===== config.mk =====
export PLATFORM = sky130hd
export DESIGN_NAME = pipe_cla_add_sub
export DESIGN_NICKNAME = d
export VERILOG_FILES = /design/src/rtl/pipe_cla_add_sub.sv
export SDC_FILE = /design/constraint.sdc
export NUM_CORES = 1
export LEC_CHECK = 0
export BUFFER_PORTS_ARGS = -buffer_cell sky130_fd_sc_hd__buf_2
export CAP_MARGIN = 20
export CELL_PAD_IN_SITES_DETAIL_PLACEMENT = 1
export CELL_PAD_IN_SITES_GLOBAL_PLACEMENT = 1
export CORE_AREA = 2 2 189 191
export CTS_CLUSTER_SIZE = 10
export DETAILED_ROUTE_END_ITERATION = 10
export DIE_AREA = 0 0 191 193
export PLACE_DENSITY_LB_ADDON = 0.12
export SETUP_SLACK_MARGIN = 0.3
export SYNTH_ARGS = -nofsm -noshare
export SYNTH_HDL_FRONTEND = slang
export SYNTH_SLANG_ARGS = --single-unit
export TNS_END_PERCENT = 50

===== constraint.sdc =====
create_clock -name clk -period 22.5 [get_ports clk]
set_input_delay 4.5 -clock clk [delete_from_list [all_inputs] [get_ports clk]]
set_output_delay 4.5 -clock clk [all_outputs]
set_load 0.05 [all_outputs]

===== src/rtl/pipe_cla_add_sub.sv =====
// Pipelined carry-lookahead adder/subtractor: W bits split into STAGES carry-registered segments.
// Optional signed output saturation is enabled by defining PIPE_CLA_SAT_EN.

module pipe_cla_seg #(
  parameter int SEG = 4
) (
  input  logic [SEG-1:0] a_i,
  input  logic [SEG-1:0] b_i,
  input  logic           c_i,
  output logic [SEG-1:0] s_o,
  output logic           c_o
);
  localparam int NG = (SEG + 3) / 4;
  localparam int SP = NG * 4;

  logic [SP-1:0] a_p, b_p, g, p, bc, s_p;
  logic [NG-1:0] gg, gp;
  logic [NG:0]   gc;
  logic [SP:0]   full;
  logic          t_c, t_pp;

  assign a_p = SP'(a_i);
  assign b_p = SP'(b_i);
  assign g   = a_p & b_p;
  assign p   = a_p ^ b_p;

  generate
    for (genvar gi = 0; gi < NG; gi++) begin : g_grp
      assign gg[gi] = g[4*gi+3]
                    | (p[4*gi+3] & g[4*gi+2])
                    | (p[4*gi+3] & p[4*gi+2] & g[4*gi+1])
                    | ((&p[4*gi+1 +: 3]) & g[4*gi]);
      assign gp[gi] = &p[4*gi +: 4];

      assign bc[4*gi]   = gc[gi];
      assign bc[4*gi+1] = g[4*gi] | (p[4*gi] & gc[gi]);
      assign bc[4*gi+2] = g[4*gi+1] | (p[4*gi+1] & g[4*gi])
                        | (p[4*gi+1] & p[4*gi] & gc[gi]);
      assign bc[4*gi+3] = g[4*gi+2] | (p[4*gi+2] & g[4*gi+1])
                        | (p[4*gi+2] & p[4*gi+1] & g[4*gi])
                        | (p[4*gi+2] & p[4*gi+1] & p[4*gi] & gc[gi]);
    end
  endgenerate

  // Group carries are fully flattened lookahead terms, not a group-level ripple.
  always_comb begin
    gc    = '0;
    t_c   = 1'b0;
    t_pp  = 1'b0;
    gc[0] = c_i;
    for (int j = 0; j < NG; j++) begin
      t_c  = gg[j];
      t_pp = gp[j];
      for (int i = j - 1; i >= 0; i--) begin
        t_c  = t_c | (t_pp & gg[i]);
        t_pp = t_pp & gp[i];
      end
      gc[j+1] = t_c | (t_pp & c_i);
    end
  end

  assign s_p  = p ^ bc;
  assign full = {gc[NG], s_p};
  assign s_o  = s_p[SEG-1:0];
  // Pad bits are zero, so the carry out of bit SEG-1 is the only bit that can be set above it.
  assign c_o  = |(full >> SEG);
endmodule

module pipe_cla_add_sub #(
  parameter int W      = 106,
  parameter int STAGES = 2
) (
  input  logic         clk,
  input  logic         rst,
  input  logic         in_valid_i,
  output logic         in_ready_o,
  input  logic         sub_i,
  input  logic         cin_i,
  input  logic [W-1:0] x_i,
  input  logic [W-1:0] y_i,
  output logic         out_valid_o,
  input  logic         out_ready_i,
  output logic [W-1:0] out_o,
  output logic         cout_o,
  output logic         v_o
);
  localparam int SEG = (W + STAGES - 1) / STAGES;
  localparam int WP  = SEG * STAGES;
  localparam int PR  = (STAGES > 1) ? STAGES - 1 : 1;
  localparam int L   = STAGES - 1;

  // Stage inputs (_a): index 0 comes from the ports, index k from stage register k-1.
  logic [WP-1:0] x_a   [STAGES];
  logic [WP-1:0] yn_a  [STAGES];
  logic [WP-1:0] s_a   [STAGES];
  logic          c_a   [STAGES];
  logic          sub_a [STAGES];
  logic          vld_a [STAGES];
  logic [WP-1:0] s_d   [STAGES];
  logic          c_d   [STAGES];

  logic [WP-1:0] x_q   [PR];
  logic [WP-1:0] yn_q  [PR];
  logic [WP-1:0] s_q   [PR];
  logic          c_q   [PR];
  logic          sub_q [PR];
  logic          vld_q [PR];

  logic         adv;
  logic         raw_carry, msb_cin;
  logic [W-1:0] out_d, out_q;
  logic         cout_d, cout_q, v_d, v_q;
  logic         out_valid_q;

  assign adv         = ~out_valid_q | out_ready_i;
  assign in_ready_o  = adv;
  assign out_valid_o = out_valid_q;
  assign out_o       = out_q;
  assign cout_o      = cout_q;
  assign v_o         = v_q;

  assign x_a[0]   = WP'(x_i);
  assign yn_a[0]  = WP'(y_i ^ {W{sub_i}});
  assign s_a[0]   = '0;
  assign c_a[0]   = sub_i | cin_i;
  assign sub_a[0] = sub_i;
  assign vld_a[0] = in_valid_i;

  generate
    for (genvar gi = 1; gi < STAGES; gi++) begin : g_link
      assign x_a[gi]   = x_q[gi-1];
      assign yn_a[gi]  = yn_q[gi-1];
      assign s_a[gi]   = s_q[gi-1];
      assign c_a[gi]   = c_q[gi-1];
      assign sub_a[gi] = sub_q[gi-1];
      assign vld_a[gi] = vld_q[gi-1];
    end

    for (genvar gi = 0; gi < STAGES; gi++) begin : g_seg
      logic [SEG-1:0] sum;
      logic           co;

      pipe_cla_seg #(.SEG(SEG)) u_cla (
        .a_i (x_a[gi][gi*SEG +: SEG]),
        .b_i (yn_a[gi][gi*SEG +: SEG]),
        .c_i (c_a[gi]),
        .s_o (sum),
        .c_o (co)
      );

      assign s_d[gi] = s_a[gi] | (WP'(sum) << (gi * SEG));
      assign c_d[gi] = co;
    end
  endgenerate

  // Final stage: the full padded sum is known, so flags and saturation are formed here.
  always_comb begin
    raw_carry = |({c_d[L], s_d[L]} >> W);
    msb_cin   = s_d[L][W-1] ^ x_a[L][W-1] ^ yn_a[L][W-1];
    v_d       = msb_cin ^ raw_carry;
    cout_d    = raw_carry ^ sub_a[L];
    out_d     = s_d[L][W-1:0];
`ifdef PIPE_CLA_SAT_EN
    if (v_d) begin
      out_d = s_d[L][W-1] ? {1'b0, {(W-1){1'b1}}} : {1'b1, {(W-1){1'b0}}};
    end
`endif
  end

  always_ff @(posedge clk or posedge rst) begin
    if (rst) begin
      for (int k = 0; k < PR; k++) begin
        x_q[k]   <= '0;
        yn_q[k]  <= '0;
        s_q[k]   <= '0;
        c_q[k]   <= 1'b0;
        sub_q[k] <= 1'b0;
        vld_q[k] <= 1'b0;
      end
      out_q       <= '0;
      cout_q      <= 1'b0;
      v_q         <= 1'b0;
      out_valid_q <= 1'b0;
    end else if (adv) begin
      for (int k = 0; k < STAGES - 1; k++) begin
        x_q[k]   <= x_a[k];
        yn_q[k]  <= yn_a[k];
        s_q[k]   <= s_d[k];
        c_q[k]   <= c_d[k];
        sub_q[k] <= sub_a[k];
        vld_q[k] <= vld_a[k];
      end
      out_q       <= out_d;
      cout_q      <= cout_d;
      v_q         <= v_d;
      out_valid_q <= vld_a[L];
    end
  end
endmodule


==> impl_metrics.ini <==
[status]
status = completed

[critical_path]
crit_buf_inv = 3
cp-start-kind = input pin
cp-end-kind = output pin
path_delay_family = buffers and inverters
path_common_cell = buf_2
path_class = input pin to output pin
cp_cell_sequence = buf_2, nor2b_4, inv_8, buf_2
critPathMaxStageDelay_ps = 790
critPathArrivalTime_ps = 6210
cp_slowest_cell = nor2b_4
cp_max_fo = 79
critical_path_required_ps = 18000

[grt]
grt_remaining_overflow = 0
grt_pass1_wl_microns = 68100
antenna_found_initial = 4
grt_pass1_vias = 13300
globalRouteTotalUtil = 0.231
grt_max_degree = 145

[timing]
tightestPinTransition_ps = 1040
max-slew-margin-rel = 0.308
holdWs_ps = 454
min_period_over_period = 0.476
finalSetupViolCount = 0
grt_setup_unrepaired = false
period_needed_ps = 10710
fin_setup_tns_ps = 0
setup_ws_ps = 11790
fmax_mhz = 93.4
skew_ps = 19.4
slew_violations = 0
hold_viol = 0

[finish]
areaGrowthSynthToFinish_pct = 19.3
nets = 2326
layout-drive-gt1-share = 0.200
stdcell_area_sq_um = 18400

[yosys]
yosys.area.top_type_share = 0.440
avgSynthCellArea_sq_um = 9.18
synth.area.top_cells = dfrtp_1 (44%), nand2_1 (12%), ha_1 (8.5%)
synthCells = 1679
synthDistinctLibCells = 58
yosys_warnings = 0
synth_top_area_cell = dfrtp_1
synth_seq_cells = 271
yosysSeqAreaShare = 0.440
synthArstFlopShare = 1.00
synth_edf_count = 0
synth.cell_area_sq_um = 15400
yosys_most_used_dff = dfrtp_1
synthesis.nets = 2030

[power]
pwr-share-comb = 0.423
ir_drop_mv = 0.0757
switching_share = 0.439
power_frac_clock = 0.233
cellLeakagePower_nw = 9.12
power_density_nw_per_um2 = 113
p_sw_mw = 0.913
total_power_mw = 2.08
p_int_mw = 1.17
pwr-share-seq = 0.344

[detailed_routing]
vias_per_cell = 5.17
dr.first_iter.drc_count = 400
wl_met3_microns = 2120
top_layer_used = met5
wl_met1_microns = 18300
wl_microns = 42000
drc = 0
dr_wl_met2_microns = 20600
drt.antenna.violating_nets = 0
via_count = 12700
post_drt_wl_per_cell_microns = 17.2
dr.pass1.iters = 4

[placement]
port_buffers = 327
dp_slack_ps = 11770
hpwl_microns = 30200
placed_cell_area_sq_um = 17400
gp_congestion = 0.822

[floorplanning]
initial_utilization = 0.441
num_io_pins = 328
dieHeight_microns = 193
die_area_sq_um = 36900
core_area_sq_um = 35000
fp-row-count = 69
die_x_microns = 191

[cts]
post-cts-setup-buffers = 0
cts_hold_buf = 0
cts_made_buffers = 34
h-tree-depth = 2
post_cts_resized = 0
clock_path_buffers = 3
root_buffer = clkbuf_16
clk_latency_ps = 520
path_clk_slew_ps = 50
cts_tree = built
cts_sinks = 271

[hold_path]
hold_path.class = flop to flop

[job]
cap_viol_max_count = 0
metal layers:
metal / GRT usage / vias to the layer above
li1: - / 6234
met1: 0.298 / 6115
met2: 0.395 / 256
met3: 0.0413 / 66
met4: 0.0760 / 2
met5: 0 / -
flip-flops by register name, indices dropped and copies added, names as in the netlist:
signal       count
c_q              1
cout_o           1
out_o          106
out_valid_o      1
s_q             53
sub_q            1
v_o              1
vld_q            1
x_q             53
yn_q            53
worst paths after layout:
path	cells after the start	end	startpoint	slack, ps
setup / recovery	4	in_ready_o	out_ready_i	11790
hold reg to reg	1	out_valid_o	vld_q	450
setup reg to reg	14	v_o	yn_q[53]	18510
hold / removal	1	out_valid_o	vld_q	450
min in group asynchronous	2	out_o[49]	rst	4120
max in group asynchronous	3	yn_q[88]	rst	17030
final cells by class:
class	count	area (sq um)
Fill cell	4215	16600
Clock buffer	42	891
Multi-Input combinational cell	1280	8150
Clock inverter	5	47.5
Timing Repair Buffer	335	1720
Sequential cell	271	6780
Inverter	53	214
Antenna cell	4	10.0
Tap cell	461	577
cells by family (layout without fill, tap and decap cells):
logic type | after synthesis | count (layout) | synth area share
flops | 271 | 271 | 0.440
xor+xnor | 165 | 165 | 0.0938
fa+ha+maj | 133 | 133 | 0.122
simple gates | 654 | 654 | 0.180
other cells | 0 | 4 | 0
compound gates | 328 | 328 | 0.133
buf+inv | 128 | 435 | 0.0314
power by group through the flow:
stage                     clock network (mW)  logic (mW)  registers, mW
final                                  0.485       0.879          0.715
after global routing                   0.519       0.964          0.735
after CTS                              0.500       0.890          0.717
after detailed placement                   0       0.883          0.723
after global placement                     0       0.858          0.717
after floorplan                            0       0.366          0.996
per-stage QoR:
| stage | util | cells |
|---|---|---|
| 2_1_floorplan | - | 1679 |
| 3_3_place_gp | 0.499 | 2400 |
| 3_5_place_dp | 0.499 | 2400 |
| 4_1_cts | 0.526 | 2447 |
| 5_1_grt | 0.526 | 2450 |
| 6_report | 0.526 | 2451 |
placed cells by master (no fill, tap or decap), drive strengths merged, types with 42 or more instances in the layout:
cell / instances
nand2: 476
buf: 335
dfrtp: 271
ha: 105
o21ai: 105
a21oi: 102
xor2: 84
xnor2: 81
nor2: 67
inv: 56
clkbuf: 42
cells in the mapped netlist, drive strengths merged (5+ instances only):
cell type / count
fa: 28
o311ai: 5
nand2: 476
nor2: 67
and3: 6
nor3b: 11
a21o: 28
nand3: 16
nand4: 14
a31oi: 9
nand2b: 5
inv: 52
and4: 6
a211oi: 10
a21oi: 102
o21a: 14
o21bai: 7
o21ai: 105
o31ai: 11
or4b: 5
and2: 8
nand4b: 8
dfrtp: 271
ha: 105
nor3: 15
xor2: 84
clkbuf: 66
xnor2: 81
buf: 9
o211ai: 8
(Power assumes the default switching activity.)
